File: src/rtl/sprite_index_writer.sv
// sprite_index_writer: turns a stream of 12-bit RGB pixels into 4-bit palette
// indices and writes them one per address into the indexed sprite/frame RAM.
// Colours outside the palette are written as DEFAULT_IDX and counted.
//
// state | meaning
// IDLE  | waiting for start; outputs hold the last frame's results
// RUN   | accepting pixels (in_ready=1), one write per accepted pixel
// FLUSH | last pixel's write is on the bus, no more pixels accepted
// DONE  | one-cycle done pulse, then back to IDLE
module sprite_index_writer #(
    parameter int ADDR_W      = 16,
    parameter int DEPTH       = 61952,
    parameter int IDX_W       = 4,
    parameter int DEFAULT_IDX = 0
) (
    input  logic              Clk,
    input  logic              Reset,
    input  logic              start,
    input  logic [11:0]       in_color,
    input  logic              in_valid,
    output logic              in_ready,
    output logic              wr_en,
    output logic [ADDR_W-1:0] wr_addr,
    output logic [IDX_W-1:0]  wr_data,
    output logic              busy,
    output logic              done,
    output logic [15:0]       miss_count,
    output logic              miss_err
);

    typedef enum logic [1:0] {IDLE, RUN, FLUSH, DONE} state_t;

    localparam logic [ADDR_W-1:0] LAST_ADDR = ADDR_W'(DEPTH - 1);
    localparam logic [IDX_W-1:0]  DEF_IDX   = IDX_W'(DEFAULT_IDX);

    state_t            state;
    logic [ADDR_W-1:0] pix_cnt;
    logic              accept;
    logic              hit;
    logic [IDX_W-1:0]  enc_idx;

    // in_ready is only ever high in RUN, so this is the RUN-state handshake
    assign accept = in_valid & in_ready;

    // Palette lookup on the full 12 bits; earlier entries take priority
    always_comb begin
        enc_idx = DEF_IDX;
        hit     = 1'b1;
        if (in_color == 12'h808)      enc_idx = IDX_W'(0);
        else if (in_color == 12'h000) enc_idx = IDX_W'(1);
        else if (in_color == 12'hFCC) enc_idx = IDX_W'(2);
        else if (in_color == 12'h940) enc_idx = IDX_W'(3);
        else if (in_color == 12'h0AE) enc_idx = IDX_W'(4);
        else                          hit     = 1'b0;
    end

    // Frame sequencer with registered handshake, write port and miss statistics
    always_ff @(posedge Clk) begin
        if (Reset) begin
            state      <= IDLE;
            pix_cnt    <= '0;
            in_ready   <= 1'b0;
            wr_en      <= 1'b0;
            wr_addr    <= '0;
            wr_data    <= '0;
            busy       <= 1'b0;
            done       <= 1'b0;
            miss_count <= '0;
            miss_err   <= 1'b0;
        end else begin
            wr_en <= 1'b0;
            done  <= 1'b0;
            case (state)
                IDLE: begin
                    if (start) begin
                        pix_cnt    <= '0;
                        miss_count <= '0;
                        miss_err   <= 1'b0;
                        in_ready   <= 1'b1;
                        busy       <= 1'b1;
                        state      <= RUN;
                    end
                end
                RUN: begin
                    if (accept) begin
                        wr_en   <= 1'b1;
                        wr_addr <= pix_cnt;
                        wr_data <= enc_idx;
                        if (!hit) begin
                            miss_err <= 1'b1;
                            if (miss_count != 16'hFFFF) begin
                                miss_count <= miss_count + 16'd1;
                            end
                        end
                        // stop accepting once the last address is taken; no wrap
                        if (pix_cnt == LAST_ADDR) begin
                            in_ready <= 1'b0;
                            state    <= FLUSH;
                        end else begin
                            pix_cnt <= pix_cnt + ADDR_W'(1);
                        end
                    end
                end
                FLUSH: begin
                    busy  <= 1'b0;
                    done  <= 1'b1;
                    state <= DONE;
                end
                DONE: begin
                    state <= IDLE;
                end
                default: begin
                    state <= IDLE;
                end
            endcase
        end
    end

endmodule

File: config.mk
export PLATFORM = sky130hd
export DESIGN_NAME = sprite_index_writer
export DESIGN_NICKNAME = d
export VERILOG_FILES = /design/src/rtl/sprite_index_writer.sv
export SDC_FILE = /design/constraint.sdc
export NUM_CORES = 1
export LEC_CHECK = 0
export CAP_MARGIN = 20
export CORE_UTILIZATION = 45
export CTS_CLUSTER_DIAMETER = 200
export DETAILED_ROUTE_END_ITERATION = 8
export PLACE_DENSITY = 0.74
export SYNTH_ARGS = -nofsm -noshare
export SYNTH_HDL_FRONTEND = slang
export SYNTH_SLANG_ARGS = --single-unit
File: constraint.sdc
create_clock -name Clk -period 2.2 [get_ports Clk]
set_input_delay 0.44 -clock Clk [delete_from_list [all_inputs] [get_ports Clk]]
set_output_delay 0.44 -clock Clk [all_outputs]
set_load 0.05 [all_outputs]
==> run_results.csv <==
group,metric,value,unit
cells_and_area,fillers,493,
logic_synthesis,postSynthNetCount,371,
critical_path,start_kind,"flop",
routing,drt_iter0_markers,270,
timing,finalMaxSlewViolations,0,
floorplan,core_region_area,0.00599,mm2
clock_network,hold_buffers,0,
floorplan,rows,28,
timing,period_share,1.03,
clock_network,ctsLongestPathBuffers,2,
routing,drt_wl_total,7.59,mm
cells_and_area,antenna_cells,0,
pwr,p_switching,1360,uW
pwr,ir_worst_vdd,0.590,mV
pwr,pwr-share-clk,0.287,
logic_synthesis,synth_edf_count,0,
routing,wl_per_cell,14.6,um
logic_synthesis,ys_seq_area_frac,0.412,
timing,slew_headroom,0.647,
routing,vias_per_cell,5.62,
pwr,p_comb_frac,0.410,
critical_path,r2r_setup_slack,-0.06,ns
critical_path,crit_type,"reg2reg",
pwr,leakagePower,0.00151,uW
grt,grt_pass1_vias,2618,
critical_path,cp-endpoint,"miss_count[3]",
clock_network,clockRootBuffer,"clkbuf_8",
placed_design,gp_congestion,0.829,
grt,grt_use_met3,0.0551,
grt,grt_busiest_layer,"met2",
clock_network,cts_tree,"done",
timing,rsz0062_at_grt,"yes",
cells_and_area,drive_gt1_frac,0.200,
worst_hold_path,hold_path_class,"reg2reg",
timing,finalClockSkew,0.00883,ns
cells_and_area,multiInputGateArea,0.00167,mm2
logic_synthesis,ys_ff_latch,58,
logic_synthesis,async_flop_share,0,
clock_network,htreeDepth,3,
clock_network,cts.sinks,58,
logic_synthesis,ys.flop_type,"dfxtp_1",
pwr,p_sw_frac,0.355,
critical_path,startpoint,"state[1]",
logic_synthesis,synth.distinct_cells,56,
placed_design,portBuffers,55,
run_status,violations,"negative setup slack",
logic_synthesis,syn_area,0.00282,mm2
cells_and_area,regArea,0.00117,mm2
grt,grt_pass1_wl,12.2,mm
cells_and_area,nNetsFinal,463,
floorplan,start_util,0.470,
cells_and_area,finalInstanceArea,0.00411,mm2
grt,met1_usage,0.315,
routing,ant_nets,0,
clock_network,clock_latency,0.34,ns
clock_network,clkTransAtPathRegs,0.07,ns
grt,grt_max_degree,27,
placed_design,place_area,0.00369,mm2
grt,grt_usage,0.242,
timing,fin_crit,2.26,ns
run_status,status,"finished, violations left",
floorplan,dieArea,0.00658,mm2
clock_network,cts_buffers,9,
critical_path,end_kind,"flop",
grt,grt_use_met2,0.386,
timing,tightest_slew,0.528,ns
grt,globalRouteOverflowTotal,0,
pwr,intPower,2480,uW
critical_path,crit_required,2.42,ns
floorplan,die_h,81.1,um
routing,firstDrtPassIters,4,
grt,antenna_found_initial,0,
logic_synthesis,syn_inst,349,
timing,layout_setup_ws,-0.0645,ns
placed_design,hpwlAfterDp,4.99,mm
routing,num_vias,2930,
pwr,p_seq_frac,0.303,
critical_path,reg2reg_to,"miss_count[3]",
critical_path,reg2reg_depth,8,
timing,finalSetupViolations,7,
floorplan,fp.dieW,81.1,um
critical_path,cp_max_fo,7,
routing,drc,0,
critical_path,r2r_start,"state[1]",
critical_path,cp.arrival,2.49,ns
timing,hold_viol_final,0,
timing,maxClockFrequency,0.442,GHz
cells_and_area,area_growth,46.0,%
floorplan,io_pins,57,
pwr,p_per_area,934,mW/mm2
logic_synthesis,yosys_warnings,0,
job,drv_cap,0,
logic_synthesis,syn_avg_cell_area,8.07,um2
placed_design,dp_slack,-0.569,ns
[worst max-delay path, cell delays in order (launching register included)]
cell	delay, ns
dfxtp_2	0.36
inv_4	0.06
ha_4	0.16
nor2b_4	0.12
a211o_1	0.31
a311o_2	0.46
o22ai_4	0.27
o211ai_1	0.16
a32o_1	0.24
[power groups by stage]
stage,logic (uW),registers (uW),clock network (uW)
after global placement,1270,1170,0
after global routing,1700,1170,1170
final,1580,1160,1100
after floorplan,680,1290,0
after detailed placement,1300,1170,0
after CTS,1420,1150,1110
[flip-flops by register name, summed over array words and instances, names as in the netlist]
signal / flops
busy: 1
in_ready: 1
pix_cnt: 16
miss_count: 16
wr_en: 1
miss_err: 1
done: 1
wr_addr: 16
wr_data: 3
state: 2
[cell families (layout without fill, tap and decap cells)]
logic type	Yosys count	after routing	share of synthesized area
other cells	1	1	0.00133
compound gates	85	86	0.200
mux	2	2	0.00711
buf+inv	28	124	0.0418
fa+ha+maj	6	6	0.0267
flops	58	58	0.412
simple gates	159	159	0.279
xor+xnor	10	10	0.0311
[placed cells by master, fill, tap and decap left out, types with 3 or more instances in the layout]
| cell type | synthesis | final |
|---|---|---|
| a21oi_1 | 37 | 35 |
| nor2_1 | 31 | 30 |
| nand3_1 | 12 | 10 |
| clkbuf_8 | 0 | 10 |
| and3_1 | 4 | 4 |
| a32o_1 | 9 | 9 |
| a21oi_2 | 1 | 3 |
| dfxtp_1 | 58 | 53 |
| or3_1 | 7 | 7 |
| ha_1 | 6 | 4 |
| o21ai_0 | 13 | 13 |
| nor3_1 | 10 | 9 |
| xor2_1 | 9 | 9 |
| nand2_1 | 59 | 59 |
| dlymetal6s2s_1 | 0 | 4 |
| inv_1 | 9 | 7 |
| buf_4 | 3 | 40 |
| a211oi_1 | 3 | 3 |
| nand4_1 | 13 | 13 |
| clkdlybuf4s50_1 | 0 | 50 |
| dfxtp_2 | 0 | 5 |
| and4_1 | 3 | 3 |
[cell type report]
class                           instances  share of cell area
Tap cell                               75              0.0228
Sequential cell                        58               0.284
Inverter                                9             0.00883
Timing Repair Buffer                   99               0.224
Clock inverter                          5              0.0189
Clock buffer                           11              0.0344
Multi-Input combinational cell        264               0.407
[repair_timing]
item / 4_1_cts / 5_1_grt
setup endpoints to repair: 14 / 17
pin swaps: 6 / 22
gates cloned: 1 / 0
endpoints found under the hold margin: 0 / 0
gates resized for setup: 12 / 22
setup buffers: 1 / 4
[Yosys cell counts (all sizes together) (2+ instances only)]
cell | instances | area (um2)
nand2 | 60 | 228
a32o | 9 | 90.1
and4 | 3 | 26.3
nor4 | 4 | 40.0
nand4 | 13 | 81.3
a21oi | 38 | 194
buf | 5 | 31.3
nand2b | 2 | 12.5
or2 | 2 | 12.5
nand3 | 12 | 60.1
clkbuf | 14 | 52.6
xor2 | 9 | 78.8
dfxtp | 58 | 1160
or4 | 2 | 15.0
o31ai | 2 | 15.0
and3 | 4 | 25.0
and4b | 2 | 20.0
ha | 6 | 75.1
or3 | 7 | 43.8
nor2 | 31 | 116
nor3 | 10 | 50.1
o21ai | 14 | 70.1
inv | 9 | 33.8
mux2i | 2 | 20.0
a311oi | 3 | 32.5
nor2b | 2 | 12.5
a211oi | 3 | 22.5
o211ai | 2 | 15.0
[layer usage]
layer	share of wire	vias up
met4	0.013	0
met3	0.066	10
met5	0	-
li1	-	1446
met2	0.46	93
met1	0.46	1381
[through the flow]
step	setup TNS [ns]	power (uW)	util	hold WS, ns	std cells
floorplan	0	1970	-	0.453	349
global placement	-6.98	2440	0.615	0.444	499
detailed placement	-8.43	2470	0.615	0.450	499
CTS	0	3680	0.663	0.461	517
global route	-0.759	4040	0.686	0.479	521
finish	-0.218	3840	0.686	0.457	521
[how the worst min path moves through the flow]
stage	from	slack (ns)	cells after the start	endpoint
after floorplan	state[1]	0.45	2	state[1]
after global placement	wr_addr[3]	0.44	2	wr_addr[3]
after detailed placement	wr_addr[5]	0.45	2	wr_addr[5]
after CTS	wr_addr[15]	0.46	2	wr_addr[15]
after global routing	wr_addr[6]	0.48	2	wr_addr[6]
final	wr_addr[15]	0.46	2	wr_addr[15]
Note: power is estimated with default switching activity, not from simulation.
